$ cat config.mk
export PLATFORM = sky130hd
export DESIGN_NAME = mux_scan_ctrl
export DESIGN_NICKNAME = d
export VERILOG_FILES = /design/src/rtl/mux_scan_ctrl.sv
export SDC_FILE = /design/constraint.sdc
export NUM_CORES = 1
export LEC_CHECK = 0
export CORE_UTILIZATION = 35
export CTS_BUF_LIST = sky130_fd_sc_hd__clkbuf_2 sky130_fd_sc_hd__clkbuf_4 sky130_fd_sc_hd__clkbuf_8
export CTS_CLUSTER_DIAMETER = 80
export DETAILED_ROUTE_END_ITERATION = 6
export SKIP_LAST_GASP = 1
export SLEW_MARGIN = 30
export SYNTH_ARGS = -nofsm -noshare
export SYNTH_HDL_FRONTEND = slang
export SYNTH_SLANG_ARGS = --single-unit
$ cat constraint.sdc
create_clock -name clk -period 2.2 [get_ports clk]
set_clock_uncertainty 0.2 [all_clocks]
set_input_delay 0.33 -clock clk [delete_from_list [all_inputs] [get_ports clk]]
set_output_delay 0.33 -clock clk [all_outputs]
set_load 0.01 [all_outputs]
$ cat src/rtl/mux_scan_ctrl.sv
// mux_scan_ctrl: steps an upstream 4:1 mux through the enabled channels,
// waits DWELL cycles on each one, samples y_in into a shadow word, and
// presents the finished word on a valid/ready output. Continuous mode
// starts the next scan on the cycle after a word is accepted.
module mux_scan_ctrl #(
  parameter int DWELL = 2
) (
  input  logic       clk,
  input  logic       rst,
  input  logic       start,
  input  logic       cont,
  input  logic [3:0] mask,
  input  logic       y_in,
  output logic [1:0] sel,
  output logic [3:0] data,
  output logic       valid,
  input  logic       ready,
  output logic       busy
);

  typedef enum logic [1:0] {
    ST_IDLE   = 2'd0,
    ST_SETTLE = 2'd1,
    ST_HOLD   = 2'd2
  } state_t;

  // Dwell count at which the current channel is sampled.
  localparam logic [3:0] LP_CNT_LAST = 4'(DWELL - 1);

  // Registered state and outputs
  state_t     r_state;
  logic [1:0] r_sel;
  logic [3:0] r_data;
  logic       r_valid;
  logic       r_busy;
  logic [3:0] r_mask;
  logic [3:0] r_shadow;
  logic [3:0] r_cnt;

  // Next-state values
  state_t     w_state_next;
  logic [1:0] w_sel_next;
  logic [3:0] w_data_next;
  logic       w_valid_next;
  logic       w_busy_next;
  logic [3:0] w_mask_next;
  logic [3:0] w_shadow_next;
  logic [3:0] w_cnt_next;

  // Channel search helpers
  logic [1:0] w_first_ch;      // lowest enabled channel of the live mask input
  logic       w_mask_any;      // live mask input has at least one channel
  logic [3:0] w_above;         // latched-enabled channels above the current sel
  logic [1:0] w_next_ch;       // lowest of w_above
  logic       w_next_ch_en;    // a higher enabled channel exists
  logic [3:0] w_shadow_sampled;
  logic       w_accept;

  assign w_mask_any = |mask;
  assign w_accept   = r_valid & ready;

  // Per-channel flag: enabled in the latched mask and strictly above sel.
  generate
    for (genvar gi = 0; gi < 4; gi++) begin : g_above
      assign w_above[gi] = r_mask[gi] & (r_sel < 2'(gi));
    end
  endgenerate

  // Priority-encode the lowest enabled channel of the live mask input.
  always_comb begin
    w_first_ch = 2'd0;
    for (int i = 3; i >= 0; i--) begin
      if (mask[i]) begin
        w_first_ch = 2'(i);
      end
    end
  end

  // Priority-encode the next enabled channel above the current one.
  always_comb begin
    w_next_ch    = 2'd0;
    w_next_ch_en = 1'b0;
    for (int i = 3; i >= 0; i--) begin
      if (w_above[i]) begin
        w_next_ch    = 2'(i);
        w_next_ch_en = 1'b1;
      end
    end
  end

  // Shadow word with the current mux output written into bit sel.
  always_comb begin
    w_shadow_sampled        = r_shadow;
    w_shadow_sampled[r_sel] = y_in;
  end

  // Next-state and output logic for the scan FSM.
  always_comb begin
    w_state_next  = r_state;
    w_sel_next    = r_sel;
    w_data_next   = r_data;
    w_valid_next  = r_valid;
    w_mask_next   = r_mask;
    w_shadow_next = r_shadow;
    w_cnt_next    = r_cnt;

    case (r_state)
      ST_IDLE: begin
        w_sel_next = 2'd0;
        // An empty mask has nothing to scan, so the request is dropped.
        if (start && w_mask_any) begin
          w_mask_next   = mask;
          w_shadow_next = 4'd0;
          w_sel_next    = w_first_ch;
          w_cnt_next    = 4'd0;
          w_state_next  = ST_SETTLE;
        end
      end

      ST_SETTLE: begin
        if (r_cnt == LP_CNT_LAST) begin
          w_shadow_next = w_shadow_sampled;
          w_cnt_next    = 4'd0;
          if (w_next_ch_en) begin
            w_sel_next = w_next_ch;
          end else begin
            // Disabled channels were never written, the AND only guards
            // against a stale shadow bit ever leaking out.
            w_data_next  = w_shadow_sampled & r_mask;
            w_valid_next = 1'b1;
            w_state_next = ST_HOLD;
          end
        end else begin
          w_cnt_next = r_cnt + 4'd1;
        end
      end

      ST_HOLD: begin
        if (w_accept) begin
          w_valid_next = 1'b0;
          if (cont && w_mask_any) begin
            // Back-to-back scan: relatch the mask with no idle bubble.
            w_mask_next   = mask;
            w_shadow_next = 4'd0;
            w_sel_next    = w_first_ch;
            w_cnt_next    = 4'd0;
            w_state_next  = ST_SETTLE;
          end else begin
            w_sel_next   = 2'd0;
            w_state_next = ST_IDLE;
          end
        end
      end

      default: begin
        w_sel_next   = 2'd0;
        w_valid_next = 1'b0;
        w_state_next = ST_IDLE;
      end
    endcase

    w_busy_next = (w_state_next != ST_IDLE);
  end

  // State and output registers, cleared asynchronously by rst.
  always_ff @(posedge clk or posedge rst) begin
    if (rst) begin
      r_state  <= ST_IDLE;
      r_sel    <= 2'd0;
      r_data   <= 4'd0;
      r_valid  <= 1'b0;
      r_busy   <= 1'b0;
      r_mask   <= 4'd0;
      r_shadow <= 4'd0;
      r_cnt    <= 4'd0;
    end else begin
      r_state  <= w_state_next;
      r_sel    <= w_sel_next;
      r_data   <= w_data_next;
      r_valid  <= w_valid_next;
      r_busy   <= w_busy_next;
      r_mask   <= w_mask_next;
      r_shadow <= w_shadow_next;
      r_cnt    <= w_cnt_next;
    end
  end

  assign sel   = r_sel;
  assign data  = r_data;
  assign valid = r_valid;
  assign busy  = r_busy;

endmodule

# Word-level counts from Yosys, hierarchy flattened
# Cells that the tools add are included.
# totals
regBits,22
input_bits,10
word_cells,88
# op_classes
n_addsub,1
n_lt_le_gt_ge,6
eq_ne,9
muxes,42
bitwise_logic,8
reduce_logical,14
# op_table
op,count
2-to-1 mux 2 bit,17
2-to-1 mux 4 bit,8
one-hot mux 4 bit (3 select lines),2
"!= test 2 bit, second input constant",6
one-hot mux 2 bit (3 select lines),2
AND reduction 4 bit,3
2-to-1 mux 1 bit,9
one-hot mux 4 bit (2 select lines),1
AND reduction 3 bit,2
AND 1 bit,5
AND reduction 5 bit,1
"adder 4 x 1 -> 4 bit, second input constant",1
AND 4 bit,1
bitwise mux 4 bit,1
"equality test 4 x 1 -> 1 bit, second input constant",1
"less-than comparator 2 x 1 -> 1 bit, second input constant",2
"less-than comparator 2 bit, second input constant",2
nonzero test 2 bit,2
OR reduction 4 bit,1
logical AND 1 bit,3
"less-than comparator 2 x 3 -> 1 bit, second input constant",1
one-hot mux 1 bit (3 select lines),1
nonzero test 3 bit,1
demux 1 bit (select 2 bit),1
other kinds (5),6

# Logic depth before layout (Yosys ltp)
# Gate-level depths: netlist (run 1).
# depth
word_depth,10
ltp_mapped,6

# Least setup slack after synthesis (run 1)
# OpenSTA, ideal clock, no wires.
# synth_timing
kind,flip-flop to flip-flop
startpoint,register r_cnt[1]
endpoint,register r_shadow[0]
setup_ns,0.125
arrival_ns,1.561
setup_slack_ns,0.314
stages_incl_launch_ff,7
n_path_buf,0
path_cell_list,dfrtp_1 inv_1 ha_1 or3b_1 nand2_2 nand3_4 mux2_4
# synth_between
elab_chain_len,3
# synth_rtl
item,line_no,source
from (decl),38,logic [3:0] r_cnt;
from (signal assigned),184,r_cnt <= w_cnt_next;
equality test 4 x 1 -> 1 bit,121,if (r_cnt == LP_CNT_LAST) begin
!= test 2 bit (no source line),n/a,
AND reduction 5 bit (no source line),n/a,
to (signal assigned),183,r_shadow <= w_shadow_next;
to (decl),37,logic [3:0] r_shadow;
# Every way passes these cells.
# A chain may end at the register's enable or synchronous reset.

# Final worst setup path (run 1)
# layout_timing
startpoint,register r_cnt[0]
endpoint,register r_shadow[1]
# Same word-level chain as after synthesis.

==> impl_metrics.py, run 1 <==
metrics = {
    "status": {
        "outcome": "complete, no violations",
    },
    "worst_setup_path": {
        "cp.arrival_ps": 2010,
        "worstSetupPathType": "flip-flop to flip-flop",
        "worstSetupStartpoint": "r_cnt[0]",
        "crit_path_end_kind": "flip-flop",
        "r2r_cells": 5,
        "worstPathRequired_ps": 2160,
        "path_max_fanout": 7,
        "r2r_end": "r_shadow[1]",
        "r2r-start": "r_cnt[0]",
        "cp-start-kind": "flip-flop",
        "rrSetupSlack_ps": 150,
    },
    "detailed_routing": {
        "wl_mm": 2.89,
        "via_per_inst": 5.28,
        "first_pass_iters": 4,
        "routed-via-count": 1041,
        "dr.first_iter.drc_count": 35,
        "antenna_left": 0,
        "wl_per_cell_um": 14.6,
        "drc": 0,
    },
    "cts": {
        "cts_max_level": 1,
        "clk_latency_ps": 270,
        "cts_buffer_depth": 2,
        "cts.sinks": 22,
        "clock-root-buffer": "clkbuf_8",
        "post_cts_resize_count": 0,
        "postCtsSetupBuffers": 0,
        "cts_made_buffers": 3,
        "cts_tree": "yes",
        "cts.clk_slew.worst_paths_ps": 80,
        "postCtsHoldBufs": 0,
    },
    "synthesis": {
        "synth_warnings": 0,
        "synthesis.area_um2": 1320,
        "async_flop_share_pct": 100,
        "synth.area.top_cells": "dfrtp_1 42%, a221oi_4 4.0%, mux2i_1 3.8%",
        "ys.flop_type": "dfrtp_1",
        "yosys_register_bits": 22,
        "synth_largest_area_cell": "dfrtp_1",
        "syn_nets": 136,
        "synth_edf_count": 0,
        "avgSynthCellArea_um2": 10.6,
        "netlist_instances": 124,
        "netlist.area_leader.share_pct": 41.7,
        "synth_cell_types": 43,
        "seq_area_frac_synth_pct": 41.7,
    },
    "timing": {
        "relSlewSlack_pct": 71.8,
        "finalSetupViolations": 0,
        "hold_viol_final": 0,
        "layout_worst_path_cycle_share_pct": 93.2,
        "final.min_clock_period_ps": 2050,
        "rsz0062_at_grt": "no",
        "fmax_ghz": 0.488,
        "slew_violations": 0,
        "worstMarginPinSlew_ps": 420,
        "whs_ps": 198,
        "setup_tns_ps": 0,
    },
    "power_and_ir_drop": {
        "p_leak_nw": 0.748,
        "power.density_nw_per_um2": 1440,
        "total_power_mw": 2.37,
        "ir_worst_vdd_uv": 549,
    },
    "floorplan": {
        "die_h_um": 63.4,
        "die-area_um2": 4020,
        "ios": 18,
        "coreArea_um2": 3470,
        "rows": 21,
        "initial_core_util_pct": 38.1,
        "die_w_um": 63.4,
    },
    "placement": {
        "place_area_um2": 1600,
        "gp_congestion": 0.942,
        "hpwl_mm": 2.23,
        "port_buffers": 17,
        "dp.cells": 193,
    },
    "global_route": {
        "grt_overflow": 0,
        "grt_max_degree": 23,
        "grt_pass1_wl_mm": 5.00,
        "track_usage_pct": 16.1,
        "antenna_found_initial": 0,
        "grt_pass1_vias": 1072,
    },
    "layout": {
        "fillCellCount": 339,
        "syn_to_final_growth_pct": 25.3,
        "finalNonFillerCells": 197,
        "nets": 164,
        "antenna_cells": 0,
        "drive_gt1_share_pct": 21.2,
        "ff_latch_area_um2": 551,
        "multi_input_area_um2": 693,
        "fin_area_um2": 1650,
    },
    "hold_path": {
        "hold_path_class": "input pin to asynchronous set/reset pin",
    },
    "flow_run": {
        "max-cap-violations": 0,
    },
}
==> flip-flops by register name, summed over array words and instances, names as in the netlist <==
| register | flops |
|---|---|
| r_state | 2 |
| busy | 1 |
| r_cnt | 4 |
| valid | 1 |
| r_mask | 4 |
| data | 4 |
| sel | 2 |
| r_shadow | 4 |
==> layout by cell type (no fill, tap or decap), types with 2 or more instances in the layout <==
| master | n |
|---|---|
| o2bb2ai_1 | 2 |
| nand2_1 | 5 |
| nand3_1 | 6 |
| a21o_1 | 3 |
| ha_1 | 2 |
| clkbuf_8 | 4 |
| mux2_1 | 4 |
| a21oi_1 | 3 |
| a221oi_4 | 2 |
| nor3_1 | 2 |
| nor2_1 | 8 |
| mux2_4 | 3 |
| o21ai_0 | 4 |
| o22ai_1 | 2 |
| o211ai_1 | 2 |
| inv_1 | 9 |
| buf_4 | 12 |
| a31o_2 | 2 |
| clkdlybuf4s50_1 | 17 |
| nand2b_1 | 6 |
| mux2i_1 | 5 |
| nor2b_1 | 4 |
| dfrtp_1 | 22 |
| mux2_2 | 3 |
==> through the flow <==
step	worst slack (ps)	util [%]
floorplan	314	-
global placement	66.0	46.1
detailed placement	25.4	46.1
CTS	144	47.7
global route	54.2	47.7
finish	150	47.7
==> final cells by class <==
type                            count  share of cell area (%)
Sequential cell                    22                    33.3
Tap cell                           46                    3.48
Inverter                           10                    2.27
Multi-Input combinational cell     86                    41.9
Timing Repair Buffer               29                    15.7
Clock buffer                        4                    3.33
==> cell families (layout without fill, tap and decap cells) <==
| kind of cell | Yosys count | in the layout | synth area share (%) |
|---|---|---|---|
| and+or+nand+nor | 39 | 39 | 18.2 |
| AOI/OAI and AO/OA | 29 | 29 | 18.6 |
| DFF | 22 | 22 | 41.7 |
| buffers and inverters | 16 | 43 | 5.78 |
| muxes | 15 | 15 | 13.2 |
| adders and majority gates | 2 | 2 | 1.90 |
| xor gates and xnor gates | 1 | 1 | 0.664 |
==> synthesized netlist by cell type (3+ instances only) <==
library cell / number
a21o_1: 3
a21oi_1: 3
buf_2: 4
dfrtp_1: 22
inv_1: 9
mux2_1: 4
mux2_2: 3
mux2_4: 3
mux2i_1: 5
nand2_1: 5
nand2b_1: 6
nand3_1: 6
nor2_1: 8
nor2b_1: 4
o21ai_0: 4
==> power by group <==
group | total [mW] | switching (mW) | leakage, nW | internal [mW]
Clock | 0.293 | 0.133 | 0.0288 | 0.160
Combinational | 1.32 | 0.638 | 0.437 | 0.678
Sequential | 0.766 | 0.192 | 0.283 | 0.574
==> worst max-delay path by stage <==
stage | cells past startpoint | end | slack (ps)
floorplan | 6 | r_shadow[0] | 310
global placement | 5 | r_shadow[2] | 70
detailed placement | 5 | r_mask[1] | 30
CTS | 5 | data[1] | 140
global route | 5 | data[1] | 50
finish | 5 | r_shadow[1] | 150
==> metal layers <==
layer,GRT usage [%],part of all wire [%],up-vias
met3,2.72,3.5,3
met5,0,0,-
met2,26.1,48,27
met1,21.0,47,511
li1,-,-,500
met4,6.53,1.2,0
==> worst max-delay path, stage by stage (launching register included) <==
cell     delay (ps)
dfrtp_1         440
ha_1            170
or3b_1          460
nand2_2         220
nand3_4         130
mux2_4          320
Power figures use the tool's default switching activity.
==> run 2: changes to the inputs <==
--- a/config.mk
+++ b/config.mk
@@ -5,10 +5,12 @@
 export SDC_FILE = /design/constraint.sdc
 export NUM_CORES = 1
 export LEC_CHECK = 0
-export CORE_UTILIZATION = 35
+export CORE_MARGIN = 4
+export CORE_UTILIZATION = 56
 export CTS_BUF_LIST = sky130_fd_sc_hd__clkbuf_2 sky130_fd_sc_hd__clkbuf_4 sky130_fd_sc_hd__clkbuf_8
 export CTS_CLUSTER_DIAMETER = 80
 export DETAILED_ROUTE_END_ITERATION = 6
+export PLACE_DENSITY = 0.81
 export SKIP_LAST_GASP = 1
 export SLEW_MARGIN = 30
 export SYNTH_ARGS = -nofsm -noshare
==> impl_metrics.py, run 2 (synthesis results as in run 1) <==
metrics = {
    "cts": {
        "postCtsSetupBuffers": 0,
        "cts_max_level": 1,
        "clk_latency_ps": 320,
        "cts.clk_slew.worst_paths_ps": 120,
        "cts_buffer_depth": 2,
        "postCtsHoldBufs": 0,
        "post_cts_resize_count": 0,
        "cts_made_buffers": 3,
        "cts_tree": "yes",
        "cts.sinks": 22,
        "clock-root-buffer": "clkbuf_4",
    },
    "detailed_routing": {
        "wl_per_cell_um": 15.6,
        "dr.first_iter.drc_count": 22,
        "first_pass_iters": 4,
        "via_per_inst": 5.77,
        "antenna_left": 0,
        "routed-via-count": 1004,
        "drc": 0,
        "wl_mm": 2.72,
    },
    "power_and_ir_drop": {
        "power.density_nw_per_um2": 1470,
        "ir_worst_vdd_uv": 968,
        "p_leak_nw": 0.724,
    },
    "timing": {
        "relSlewSlack_pct": 68.7,
        "final.min_clock_period_ps": 2090,
        "rsz0062_at_grt": "no",
        "layout_worst_path_cycle_share_pct": 95.0,
        "fmax_ghz": 0.478,
        "finalSetupViolations": 0,
        "worstMarginPinSlew_ps": 458,
        "slew_violations": 0,
        "hold_viol_final": 0,
        "setup_tns_ps": 0,
    },
    "hold_path": {
        "hold_path_class": "input pin to asynchronous set/reset pin",
    },
    "placement": {
        "dp.cells": 170,
        "port_buffers": 17,
        "gp_congestion": 0.825,
        "hpwl_mm": 2.10,
    },
    "layout": {
        "finalNonFillerCells": 174,
        "layout_commonest_cell": "dfrtp_1",
        "syn_to_final_growth_pct": 20.6,
        "post-route-util_pct": 71.3,
        "antenna_cells": 0,
        "mostFrequentLayoutCells": "22 x dfrtp_1, 17 x clkdlybuf4s50_1, 9 x inv_1",
        "fillCellCount": 167,
        "drive_gt1_share_pct": 18.5,
        "nets": 159,
    },
    "worst_setup_path": {
        "worstSetupStartpoint": "sel[1]",
        "r2r-start": "r_cnt[1]",
        "cp.arrival_ps": 1560,
        "path_max_fanout": 7,
        "r2r_cells": 5,
        "worstPathRequired_ps": 1670,
        "worstSetupPathType": "flip-flop to output port",
        "rrSetupSlack_ps": 110,
        "r2r_end": "data[2]",
        "cp-start-kind": "flip-flop",
        "crit_path_end_kind": "output port",
    },
    "floorplan": {
        "die-area_um2": 3200,
        "ios": 18,
        "coreArea_um2": 2230,
        "die_w_um": 56.6,
        "initial_core_util_pct": 59.1,
        "rows": 17,
        "die_h_um": 56.6,
    },
    "global_route": {
        "grt_pass1_wl_mm": 4.65,
        "grt_overflow": 0,
        "grt_max_degree": 23,
        "track_usage_pct": 18.8,
        "antenna_found_initial": 0,
        "grt_pass1_vias": 1032,
    },
    "flow_run": {
        "max-cap-violations": 0,
    },
    "status": {
        "outcome": "complete, no violations",
    },
}
[run 2: changes by cell type in the layout (fill, tap and decap cells not counted)]
cell,delta
buf_4,-5
bufinv_16,+1
clkbuf_4,+3
clkbuf_8,-4
[run 2: critical path: stages (launching register included)]
cell and delay [ps]:
dfrtp_1 490, buf_4 200, clkdlybuf4s50_1 550
[run 2: worst max-delay path by stage]
stage | cells past startpoint | end
floorplan | 6 | r_shadow[0]
global placement | 5 | r_shadow[1]
detailed placement | 5 | r_shadow[2]
CTS | 2 | sel[1]
global route | 5 | data[0]
finish | 2 | sel[1]
[run 2: final cells by class]
| cell class | instances | area [µm²] | area share, % |
|---|---|---|---|
| Clock inverter | 1 | 30.0 | 1.89 |
| Inverter | 10 | 37.5 | 2.36 |
| Multi-Input combinational cell | 86 | 693 | 43.6 |
| Tap cell | 28 | 35.0 | 2.20 |
| Timing Repair Buffer | 24 | 223 | 14.0 |
| Sequential cell | 22 | 551 | 34.6 |
| Clock buffer | 3 | 22.5 | 1.42 |
[run 2: layer usage]
metal	routed length, µm	GRT usage (%)
met3	136	2.53
met4	89	9.49
met1	1190	24.3
met2	1300	30.5
met5	0	0
[run 2: where the power goes]
part | switching (mW) | internal (mW) | total, mW
Combinational | 0.635 | 0.637 | 1.27
Clock | 0.126 | 0.184 | 0.310
Sequential | 0.188 | 0.573 | 0.761
[run 2: stage by stage]
step / setup slack (ps) / power (mW) / hold slack [ps] / area (µm²)
5_1_grt: 13.1 / 2.52 / 156 / 1590
3_5_place_dp: 40.3 / 2.03 / 281 / 1540
3_3_place_gp: 79.3 / 1.98 / 268 / 1540
2_1_floorplan: 314 / 1.67 / 119 / 1320
6_report: 109 / 2.34 / 139 / 1590
4_1_cts: 107 / 2.35 / 145 / 1590
==> run 3: changes to the inputs <==
--- a/config.mk
+++ b/config.mk
@@ -5,6 +5,7 @@
 export SDC_FILE = /design/constraint.sdc
 export NUM_CORES = 1
 export LEC_CHECK = 0
+export CORE_ASPECT_RATIO = 1.75
 export CORE_MARGIN = 4
 export CORE_UTILIZATION = 56
 export CTS_BUF_LIST = sky130_fd_sc_hd__clkbuf_2 sky130_fd_sc_hd__clkbuf_4 sky130_fd_sc_hd__clkbuf_8
==> impl_metrics.py, run 3 (synthesis results as in run 1) <==
metrics = {
    "worst_setup_path": {
        "cp.arrival_ps": 2000,
        "worstPathRequired_ps": 2150,
        "cp-start-kind": "flip-flop",
        "rrSetupSlack_ps": 150,
        "crit_path_end_kind": "flip-flop",
        "worstSetupPathType": "flip-flop to flip-flop",
        "path_max_fanout": 6,
    },
    "floorplan": {
        "coreArea_um2": 2270,
        "rows": 23,
        "die-area_um2": 3230,
        "die_w_um": 44.7,
        "initial_core_util_pct": 58.1,
        "ios": 18,
        "die_h_um": 72.2,
    },
    "timing": {
        "hold_viol_final": 0,
        "final.min_clock_period_ps": 2050,
        "setup_tns_ps": 0,
        "relSlewSlack_pct": 74.2,
        "layout_worst_path_cycle_share_pct": 93.1,
        "finalSetupViolations": 0,
        "fmax_ghz": 0.488,
        "worstMarginPinSlew_ps": 384,
        "fin_ws_ps": 151,
        "rsz0062_at_grt": "no",
        "slew_violations": 0,
    },
    "cts": {
        "cts_made_buffers": 3,
        "cts_max_level": 1,
        "postCtsHoldBufs": 0,
        "clk_latency_ps": 260,
        "cts.sinks": 22,
        "cts_buffer_depth": 2,
        "cts_tree": "yes",
        "clock-root-buffer": "clkbuf_8",
        "postCtsSetupBuffers": 0,
        "cts.clk_slew.worst_paths_ps": 80,
        "post_cts_resize_count": 0,
    },
    "global_route": {
        "track_usage_pct": 20.3,
        "grt_overflow": 0,
        "antenna_found_initial": 0,
        "grt_max_degree": 23,
        "grt_pass1_wl_mm": 4.83,
        "grt_pass1_vias": 1094,
    },
    "power_and_ir_drop": {
        "ir_worst_vdd_uv": 972,
        "p_leak_nw": 0.740,
        "power.density_nw_per_um2": 1490,
    },
    "layout": {
        "nets": 161,
        "mostFrequentLayoutCells": "22 x dfrtp_1, 17 x clkdlybuf4s50_1, 9 x inv_1, 9 x buf_4, 8 x nor2_1",
        "fillCellCount": 166,
        "drive_gt1_share_pct": 19.6,
        "syn_to_final_growth_pct": 22.8,
        "layout_commonest_cell": "dfrtp_1",
        "antenna_cells": 0,
    },
    "flow_run": {
        "max-cap-violations": 0,
    },
    "placement": {
        "port_buffers": 17,
        "gp_congestion": 0.866,
        "hpwl_mm": 2.25,
        "dp_slack_ps": 35.1,
    },
    "detailed_routing": {
        "wl_per_cell_um": 16.4,
        "wl_mm": 2.84,
        "antenna_left": 0,
        "via_per_inst": 6.06,
        "dr.first_iter.drc_count": 39,
        "routed-via-count": 1048,
        "first_pass_iters": 4,
        "drc": 0,
    },
    "status": {
        "outcome": "complete, no violations",
    },
    "hold_path": {
        "hold_path_class": "input pin to asynchronous set/reset pin",
    },
}
run 3: area by class of cell:
type	instances	area, µm²	share of cell area [%]
sequential	22	551	34.0
inverter	10	37.5	2.31
clock buffer	3	41.3	2.55
timing repair buffer	26	238	14.7
clock inverter	1	30.0	1.85
multi-input combinational	86	693	42.7
tap	25	31.3	1.93
run 3: routing by layer:
metal,vias to the layer above,routed length (µm),track usage (%)
met4,0,83,10.1
met3,8,90,2.23
met1,521,1040,22.0
met2,29,1620,36.8
met5,-,0,0
li1,490,-,-
run 3: stage by stage:
step	utilization (%)	instance area (µm²)	total power [mW]	hold WS, ps	instances
after floorplan	-	1320	1.67	119	124
after global placement	68.2	1550	1.99	271	169
after detailed placement	68.2	1550	2.04	288	169
after CTS	71.3	1620	2.43	205	173
after global routing	71.3	1620	2.58	231	173
final	71.3	1620	2.42	201	173
run 3: worst paths after layout:
kind                       cells past startpoint  startpoint           to
max                                            5    r_cnt[1]      data[0]
min                                            3         rst  r_shadow[0]
max reg2reg                                    5    r_cnt[1]      data[0]
min reg2reg                                    1     data[3]      data[3]
max in group asynchronous                      3         rst       sel[0]
min in group clk                               1     data[3]      data[3]
run 3: critical path, stage by stage, from the launching register on:
cell and delay [ps]:
dfrtp_1 420, inv_1 70, ha_1 130, or3b_1 460, nor3_4 290, mux2_1 360
run 3: report_power, final:
part | switching [mW] | internal (mW) | leakage (nW) | total, mW
logic | 0.631 | 0.647 | 0.422 | 1.28
registers | 0.195 | 0.574 | 0.283 | 0.769
clock network | 0.131 | 0.243 | 0.0357 | 0.374
==> edit: new RTL, config.mk and constraints of run 3 <==
Re-encode `state_t` (3 states) as one-hot, 3 bits wide.
--- a/src/rtl/mux_scan_ctrl.sv
+++ b/src/rtl/mux_scan_ctrl.sv
@@ -20,6 +20,6 @@
 
-  typedef enum logic [1:0] {
-    ST_IDLE   = 2'd0,
-    ST_SETTLE = 2'd1,
-    ST_HOLD   = 2'd2
+  typedef enum logic [2:0] {
+    ST_IDLE   = 3'b001,
+    ST_SETTLE = 3'b010,
+    ST_HOLD   = 3'b100
   } state_t;
Function: no difference found for any inputs over 10 cycles, from zero or initial values and one cycle with rst high; not proved beyond that.
==> edit against run 3 <==
Count of clock-buffer cells in the layout up 1; worst setup slack better by 0.069 ns; synthesized cell count down 5.6%; cell count down 5.2%; core utilization down 1.4 points; critical path depth up 1; largest cell class unchanged; combinational power down 44%; critical endpoint is now sel[1]; via count down 3.9%; routed wire length down 5.8%; total power down 33%; synthesized area down 7.9%; largest power group unchanged; final area down 9.8%; sequential cell count unchanged.
==> edit: results (changes against run 3) <==
stage,metric,value,unit,change
synthesis,synth_area_leaders,"dfrtp_1 (43%), mux2_2 (4.6%), mux2i_1 (4.1%)",,"was dfrtp_1 (42%), a221oi_4 (4.0%), mux2i_1 (3.8%)"
placement,gp_congestion,0.8168,,was 0.8661
synthesis,synthMuxAreaShare,8.745,%,was 13.18%
synthesis,synth_compound_area_share,20.99,%,was 18.58%
pwr,peakVddDrop,0.6977,mV,was 0.9720 mV
clock_tree,cts-root-buf,clkbuf_4,,was clkbuf_8
setup_path,arrival,2.00,ns,about the same
route,routed_wirelength,2675,um,was 2840 um
clock_tree,clock_latency,0.32,ns,was 0.26 ns
route,drt_iter0_drc,21,,was 39
synthesis,yosys.cell_types.count,39,,was 43
grt,grtUsageTotal,20.49,%,was 20.27%
setup_path,cp_slowest_cell,dfrtp_1,,was or3b_1
synthesis,synth_fa_ha_area_share,2.058,%,was 1.896%
pwr,leakagePower,0.6774,nW,was 0.7403 nW
synthesis,synth.top_cells.by_count,"dfrtp_1 (21), o21ai_0 (9), nand2_1 (8), nor2_1 (8), a21oi_1 (6)",,"was dfrtp_1 (22), inv_1 (9), nor2_1 (8)"
synthesis,synth_seq_area_share,45.37,%,was 41.71%
setup_path,critPathMaxFanout,4,,was 6
clock_tree,cts_buffer_depth,2,,unchanged
route,vias,1007,,"was 1,048"
synthesis,async_flop_share,100.0,%,unchanged
placement,dpl_cell_area,0.001433,sq mm,was 0.001550 sq mm
route,drt_pass1_iterations,5,,was 4
cells_and_area,fin_nets,153,,was 161
synthesis,syn_nets,129,,was 136
synthesis,synth_xor_area_share,0,%,was 0.6635%
cells_and_area,drive_gt1_share,12.86,%,was 19.59%
timing,tightest_slew,0.3770,ns,was 0.3842 ns
setup_path,slowest_delay,0.43,ns,was 0.46 ns
placement,hpwl,2031,um,was 2246 um
cells_and_area,n_antenna_cell,0,,unchanged
grt,grt_pass1_vias,1034,,"was 1,094"
status,status,"complete, no violations",,unchanged
floorplan,initial_core_util,58.13,%,was 58.06%
clock_tree,clk_pin_slew,0.12,ns,was 0.08 ns
cells_and_area,fillers,183,,was 166
grt,grt_pass1_wl,4692,um,was 4830 um
min_path,hp-class,in2async,,unchanged
edit: cell count changes after synthesis, moves of 4 or more:
cell,run 3,this run
inv_1,9,4
mux2_1,4,0
nand3_1,6,2
o21ai_0,4,9
edit: final cells by class:
class | instances | area [sq um] | area share [%]
multi-input cells | 88 | 628.1 | 42.94
flip-flops and latches | 22 | 551.8 | 37.72
clock buffers | 4 | 30.03 | 2.053
well taps | 24 | 30.03 | 2.053
repair buffers | 22 | 207.7 | 14.20
inverters | 4 | 15.01 | 1.027
edit: report_power, final:
part / switching [mW] / leakage (nW) / internal (mW)
Sequential: 0.151 / 0.281 / 0.532
Combinational: 0.340 / 0.378 / 0.376
Clock: 0.128 / 0.0184 / 0.0835
Total: 0.619 / 0.677 / 0.992
edit: worst paths after layout:
check,from,endpoint,slack (ns),depth (start not counted)
max,r_cnt[1],sel[1],0.22,6
min,rst,r_shadow[1],0.13,3
max reg2reg,r_cnt[1],sel[1],0.22,6
min reg2reg,data[0],data[0],0.29,1
max in group asynchronous,rst,r_state[0],1.39,3
min in group clk,data[0],data[0],0.29,1
edit: per-layer routing:
layer  vias to the layer above  GRT usage, %  part of all wire (%)
li1                        483             -                     -
met1                       478         23.41                    38
met2                        35         33.77                    53
met5                         -             0                     0
met3                        11         1.818                   3.9
met4                         0         15.10                   5.2
edit: cells by family after synthesis:
| family | count (synthesis) |
|---|---|
| fa+ha+maj | 2 |
| simple gates | 39 |
| flops | 22 |
| compound gates | 37 |
| mux | 10 |
| buf+inv | 7 |
edit: worst max-delay path, delay by kind of cell (launching register included):
kind / cells / cell delay (ns)
muxes: 1 / 0.31
and+or+nand+nor: 2 / 0.54
AOI/OAI and AO/OA: 1 / 0.19
buffers and inverters: 1 / 0.07
DFF: 1 / 0.43
adders and majority gates: 1 / 0.14
edit: per-stage QoR:
| step | instances | hold slack, ns | utilization, % | power [mW] | worst slack, ns |
|---|---|---|---|---|---|
| 5_1_grt | 164 | 0.1437 | 69.92 | 1.739 | 0.1086 |
| 4_1_cts | 164 | 0.1374 | 69.92 | 1.621 | 0.2042 |
| 6_report | 164 | 0.1289 | 69.92 | 1.611 | 0.2202 |
| 2_1_floorplan | 117 | 0.1185 | - | 1.140 | 0.3831 |
| 3_3_place_gp | 160 | 0.2648 | 68.48 | 1.385 | 0.1088 |
| 3_5_place_dp | 160 | 0.2716 | 68.48 | 1.409 | 0.06574 |
